--- config.mk ---
export PLATFORM = sky130hd
export DESIGN_NAME = base_aser
export DESIGN_NICKNAME = d
export VERILOG_FILES = /design/src/rtl/base_aser_pkg.sv /design/src/rtl/base_aser_ph.sv /design/src/rtl/base_vlat_en.sv /design/src/rtl/base_aser.sv
export SDC_FILE = /design/constraint.sdc
export NUM_CORES = 1
export LEC_CHECK = 0
export ABC_AREA = 1
export CAP_MARGIN = 20
export CORE_AREA = 3 3 40 42
export CTS_CLUSTER_DIAMETER = 40
export DETAILED_ROUTE_END_ITERATION = 12
export DIE_AREA = 0 0 43 45
export GPL_TIMING_DRIVEN = 0
export PLACE_DENSITY_LB_ADDON = 0.2
export SLEW_MARGIN = 10
export SYNTH_ARGS = -nofsm -noshare
export SYNTH_HDL_FRONTEND = slang
export SYNTH_SLANG_ARGS = --single-unit
--- constraint.sdc ---
create_clock -name clk -period 1.5 [get_ports clk]
set_clock_uncertainty 0.05 [all_clocks]
set_input_delay 0.375 -clock clk [delete_from_list [all_inputs] [get_ports clk]]
set_output_delay 0.375 -clock clk [all_outputs]
set_load 0.01 [all_outputs]
--- src/rtl/base_aser_pkg.sv ---
// Shared helpers for the base_aser serializer slice.
// Holds the phase-counter width rule so the top and the counter size it the same way.
package base_aser_pkg;

  // A phase counter needs at least one bit, even when ways is degenerate.
  function automatic int ph_w(input int ways);
    return (ways > 1) ? $clog2(ways) : 1;
  endfunction

endpackage

--- src/rtl/base_aser_ph.sv ---
// Wrapping phase counter for base_aser.
// Wraps to zero from max explicitly, so non-power-of-2 ranges never overflow into unused codes.
module base_aser_ph #(
  parameter int pw  = 1,
  parameter int max = 1
) (
  input  logic          clk,
  input  logic          reset,
  input  logic          inc,
  input  logic          clr,
  output logic [pw-1:0] ph,
  output logic          last
);

  logic [pw-1:0] r_ph;
  logic          w_last;

  assign w_last = (r_ph == pw'(max));

  always_ff @(posedge clk) begin
    if (reset || clr) r_ph <= '0;
    else if (inc)     r_ph <= w_last ? '0 : r_ph + 1'b1;
  end

  assign ph   = r_ph;
  assign last = w_last;

endmodule

--- src/rtl/base_vlat_en.sv ---
// Enable-gated data register without reset.
// Used where the held contents are only meaningful behind a separate valid flag.
module base_vlat_en #(
  parameter int W = 8
) (
  input  logic         clk,
  input  logic         en,
  input  logic [W-1:0] d,
  output logic [W-1:0] q
);

  logic [W-1:0] r_q;

  always_ff @(posedge clk) begin
    if (en) r_q <= d;
  end

  assign q = r_q;

endmodule

--- src/rtl/base_aser.sv ---
// Valid/ready serializer: takes one beat of `ways` packed words and emits them word 0 first.
// The last word's transfer can accept the next beat in the same cycle, so there is no bubble.
module base_aser
  import base_aser_pkg::*;
#(
  parameter int width = 1,
  parameter int ways  = 2
) (
  input  logic                   clk,
  input  logic                   reset,
  input  logic                   i_v,
  output logic                   i_r,
  input  logic [width*ways-1:0]  i_d,
  output logic                   o_v,
  input  logic                   o_r,
  output logic [width-1:0]       o_d,
  output logic                   o_first,
  output logic                   o_last
);

  localparam int pw = ph_w(ways);

  logic                  r_hv;
  logic [pw-1:0]         w_ph;
  logic                  w_last;
  logic                  w_in;
  logic                  w_out;
  logic [width*ways-1:0] w_hd;

  assign o_v   = r_hv;
  assign w_out = r_hv & o_r;
  // o_r reaches i_r combinationally so the next beat loads on the last word's transfer.
  assign i_r   = ~r_hv | (w_out & w_last);
  assign w_in  = i_v & i_r;

  always_ff @(posedge clk) begin
    if (reset)                r_hv <= 1'b0;
    else if (w_in)            r_hv <= 1'b1;
    else if (w_out && w_last) r_hv <= 1'b0;
  end

  base_aser_ph #(
    .pw  (pw),
    .max (ways - 1)
  ) u_ph (
    .clk   (clk),
    .reset (reset),
    .inc   (w_out),
    .clr   (w_in),
    .ph    (w_ph),
    .last  (w_last)
  );

  base_vlat_en #(
    .W (width * ways)
  ) u_hold (
    .clk (clk),
    .en  (w_in),
    .d   (i_d),
    .q   (w_hd)
  );

  always_comb begin
    o_d = '0;
    for (int k = 0; k < ways; k++) begin
      if (w_ph == pw'(k)) o_d = w_hd[k*width +: width];
    end
  end

  assign o_first = (w_ph == '0);
  assign o_last  = w_last;

endmodule

# Word-level counts from Yosys, hierarchy flattened
# Cells that the tools add are included.
[totals]
register_bits = 4
input_bits = 6
out_inout_bits = 5
word_cells = 17
[classes]
n_addsub = 1
muxes = 4
n_bitwise = 6
n_reduce_logical = 3
[ops]
columns = ["cell", "count"]
rows = [
  ["1-bit two-way mux", 4],
  ["1-bit bitwise AND", 3],
  ["1-bit inverter", 2],
  ["2-bit nonzero test", 1],
  ["1-bit adder (second input constant)", 1],
  ["1-bit logical AND", 1],
  ["1-bit logical OR", 1],
  ["1-bit bitwise OR", 1],
]

# Depth between registers and ports, before layout
[depth]
depth_word = 5
mapped_depth = 4
depth_no_buf = 4

# Hierarchy
# Synthesis repeated with hierarchy kept, for this count alone.
[unflattened]
hier_cells = 21
hier_area_um2 = 181.4
[by_module_without_submodules]
columns = ["module", "instances", "cells_each", "area_per_inst_um2", "seq_area_each_um2"]
rows = [
  ["base_aser", 1, 12, 72.6, 20.0],
  ["base_vlat_en", 1, 2, 60.1, 60.1],
  ["base_aser_ph", 1, 7, 48.8, 20.0],
]

# Worst setup path before layout
# OpenSTA, ideal clock, no wires.
[synth_timing]
path_kind = "register to output"
from = "register r_hv (netlist: o_v)"
to = "output i_r"
arrival_ns = 0.688
t_required_ns = 1.075
setup_slack_ns = 0.387
stages_incl_launch_ff = 4
path_buffers = 0
path_cell_list = "dfxtp_1 inv_1 a21oi_2 inv_1"
[synth_between]
elab_chain_cells = 3
word_cells_on_any_way = 4
cone_classes = "bitwise (4)"
[synth_lines]
columns = ["item", "line_no", "rtl"]
rows = [
  ["from (decl)", "base_aser.sv:23", "logic r_hv;"],
  ["from (signal assigned)", "base_aser.sv:37", "if (reset) r_hv <= 1'b0;"],
  ["from (signal assigned)", "base_aser.sv:38", "else if (w_in) r_hv <= 1'b1;"],
  ["from (signal assigned)", "base_aser.sv:39", "else if (w_out && w_last) r_hv <= 1'b0;"],
  ["1-bit bitwise AND", "base_aser.sv:31", "assign w_out = r_hv & o_r;"],
  ["1-bit bitwise AND", "base_aser.sv:33", "assign i_r = ~r_hv | (w_out & w_last);"],
  ["1-bit bitwise OR *", "base_aser.sv:33", ""],
  ["to (decl)", "base_aser.sv:12", "output logic i_r,"],
]
# Every way passes the cells marked *; elsewhere a longest branch is shown, timed or not.

# Worst setup path after layout
[layout_timing]
from = "register u_ph.r_ph (netlist: u_ph.last)"
to = "output o_d"
[layout_between]
elab_chain_cells = 1
[layout_lines]
columns = ["item", "line_no", "rtl"]
rows = [
  ["from (decl)", "base_aser_ph.sv:15", "logic [pw-1:0] r_ph;"],
  ["from (signal assigned)", "base_aser_ph.sv:22", "else if (inc) r_ph <= w_last ? '0 : r_ph + 1'b1;"],
  ["1-bit two-way mux", "base_aser.sv:66", "if (w_ph == pw'(k)) o_d = w_hd[k*width +: width];"],
  ["to (decl)", "base_aser.sv:16", "output logic [width-1:0] o_d,"],
]
# No other way between the ends.

==> reports/metrics.yaml <==
critical_path:
  worstReg2RegEnd: "u_hold.q[0]$_DFFE_PP_"
  crit_type: "flip-flop to output port"
  start_kind: "flip-flop"
  path_common_cell: "nand2_1"
  end_kind: "output port"
  path_buf_inv: 2
  cp-startpoint: "u_ph.last$_SDFFE_PP0P_"
  crit_cells: 4
  crit_path_max_incr_delay_ps: 360
  r2r_slack_ps: 330
  critPathCapture: "o_d"
  crit_path_top_delay_cell: "dfxtp_2"
  arrival_ps: 1000
  r2r.worst_path.cells: 4
  cp_max_fo: 5
  path_cells: "inv_2 -> nand2_1 -> nand2_1 -> dlygate4sd2_1"
  r2r_start: "u_ph.last$_SDFFE_PP0P_"
  path_delay_family: "flip-flops"
  worstPathRequired_ps: 1070
synthesis:
  synthCells: 21
  ys_seq_area_share_pct: 57.6
  synth_simple_gate_area_share_pct: 26.6
  synth_fa_ha_area_share_pct: 0
  synth_warnings: 0
  synth-seq-cells: 4
  synth_cell_types: 9
  synth_compound_area_share_pct: 5.04
  synth_top_family_by_area: "simple AND/OR/NAND/NOR gates"
  synth_xor_area_share_pct: 0
  muxShareOfSynthArea_pct: 0
  syn_area_per_cell_um2: 8.28
  syn_area_um2: 174
  syn-num-nets: 27
cells_and_area:
  layout_common_cells: "nand2_1 (5), dlygate4sd2_1 (5), inv_1 (4), clkdlybuf4s50_1 (4)"
  drive_gt1_share_pct: 29.7
  layout.nets: 44
  final_util_pct: 25.3
  antenna-diode-count: 0
  syn_to_final_growth_pct: 87.1
  fin_cells: 52
drt:
  first_pass_iters: 2
  via_count: 177
  drt_iter0_drc: 1
  ant_nets: 0
  drc_errors: 0
  wire_per_inst_um: 7.90
  avgViaCountPerCell: 3.40
  drt-total-wl_um: 411
global_route:
  antenna_found_initial: 0
  overflow: 0
  grt_usage_pct: 5.09
  grt_max_degree: 6
  grt_pass1_vias: 169
  grt_pass1_wl_um: 655
timing:
  setup-violations-final: 0
  max_freq_mhz: 702
  finalHoldViolCount: 0
  period_needed_ps: 1420
  finalMaxSlewViolations: 0
  worst_slew_pin_slew_ps: 152
  relSlewSlack_pct: 89.9
  rsz0062_at_grt: "no"
  fin_tns_setup_ps: 0
  period_share_pct: 94.9
cts:
  cts_buffers: 3
  clk_pin_slew_ps: 30
  cts-root-buf: "clkbuf_4"
  cts_tree: "done"
  clockBufferDepth: 2
  htree_levels: 1
  insertion_delay_ps: 230
  cts_num_sinks: 4
floorplanning:
  initial_utilization_pct: 13.5
  io_pins: 11
  dieArea_mm2: 0.00194
  fp.dieH_um: 45
  rows: 13
  design.core.area_mm2: 0.00128
  fp.dieW_um: 43
pwr:
  p_per_area_mw_per_mm2: 992
  max-vdd-ir-drop_mv: 0.192
  leakage_uw: 0.000153
  power_uw: 323
hold_path:
  hp-class: "flip-flop to flip-flop"
placement:
  gp_congestion: 0.604
  dp.cells: 46
  port-buffer-count: 10
job:
  maxCapViolations: 0
outcome:
  status: "completed"
==> synth_stat cells (all sizes together) <==
master	n	share of area (%)
nand3	2	5.8
inv	5	11
nand2	5	11
a21oi	1	5.0
nor2	4	10
edfxtp	2	35
dfxtp	2	23
==> logic make-up after synthesis <==
group | count (synthesis)
compound gates | 1
buf+inv | 5
flops | 4
simple gates | 11
==> registers in the layout, summed over array words and instances, names as in the netlist <==
signal     cells
o_v            1
u_hold.q       2
u_ph.last      1
==> worst reg2reg max path, stage by stage (launching register included) <==
cell	delay [ps]
dfxtp_2	360
a21oi_2	70
buf_4	130
buf_4	130
nor2_2	140
==> where the power goes <==
| group | internal [uW] | switching (uW) | total [uW] |
|---|---|---|---|
| Clock | 99.8 | 44.2 | 144 |
| Sequential | 123 | 4.19 | 127 |
| Combinational | 28.9 | 22.4 | 51.3 |
| Total | 252 | 70.8 | 323 |
==> worst min-delay path by stage <==
stage | from | to | slack, ps | cells after the start
after detailed placement | o_v$_SDFFE_PP0P_ | u_ph.last$_SDFFE_PP0P_ | 520 | 4
after CTS | o_v$_SDFFE_PP0P_ | u_ph.last$_SDFFE_PP0P_ | 520 | 4
after global routing | o_v$_SDFFE_PP0P_ | u_ph.last$_SDFFE_PP0P_ | 540 | 3
after global placement | o_v$_SDFFE_PP0P_ | u_ph.last$_SDFFE_PP0P_ | 510 | 4
final | o_v$_SDFFE_PP0P_ | u_ph.last$_SDFFE_PP0P_ | 500 | 4
after floorplan | reset | o_v$_SDFFE_PP0P_ | 400 | 1
==> what timing repair did <==
| action | CTS | global route |
|---|---|---|
| pin swaps | 1 | 1 |
| gates resized for setup | 9 | 2 |
| setup endpoints to repair | 5 | 2 |
| buffers inserted | 1 | 1 |
| hold buffers | 0 | 0 |
==> metrics by stage <==
step           instance area [um2]  hold slack (ps)  setup slack, ps
2_1_floorplan                  174              397              387
3_3_place_gp                   293              514             -505
3_5_place_dp                   293              522             -517
4_1_cts                        323              519             5.50
5_1_grt                        325              538             2.62
6_report                       325              502             75.9
==> routing by layer <==
layer | up-vias | global-route usage [%] | wire [um]
li1 | 95 | - | -
met1 | 75 | 4.37 | 138
met2 | 5 | 7.19 | 228
met3 | 2 | 2.79 | 40
met4 | 0 | 7.23 | 4
met5 | - | 0 | 0
==> area by class of cell <==
type / instances / area [um2]
Fill cell: 158 / 960
Timing Repair Buffer: 12 / 104
Sequential cell: 4 / 103
Multi-Input combinational cell: 12 / 55.1
Clock buffer: 4 / 26.3
Inverter: 5 / 18.8
Tap cell: 15 / 18.8
Power figures use the tool's default switching activity.
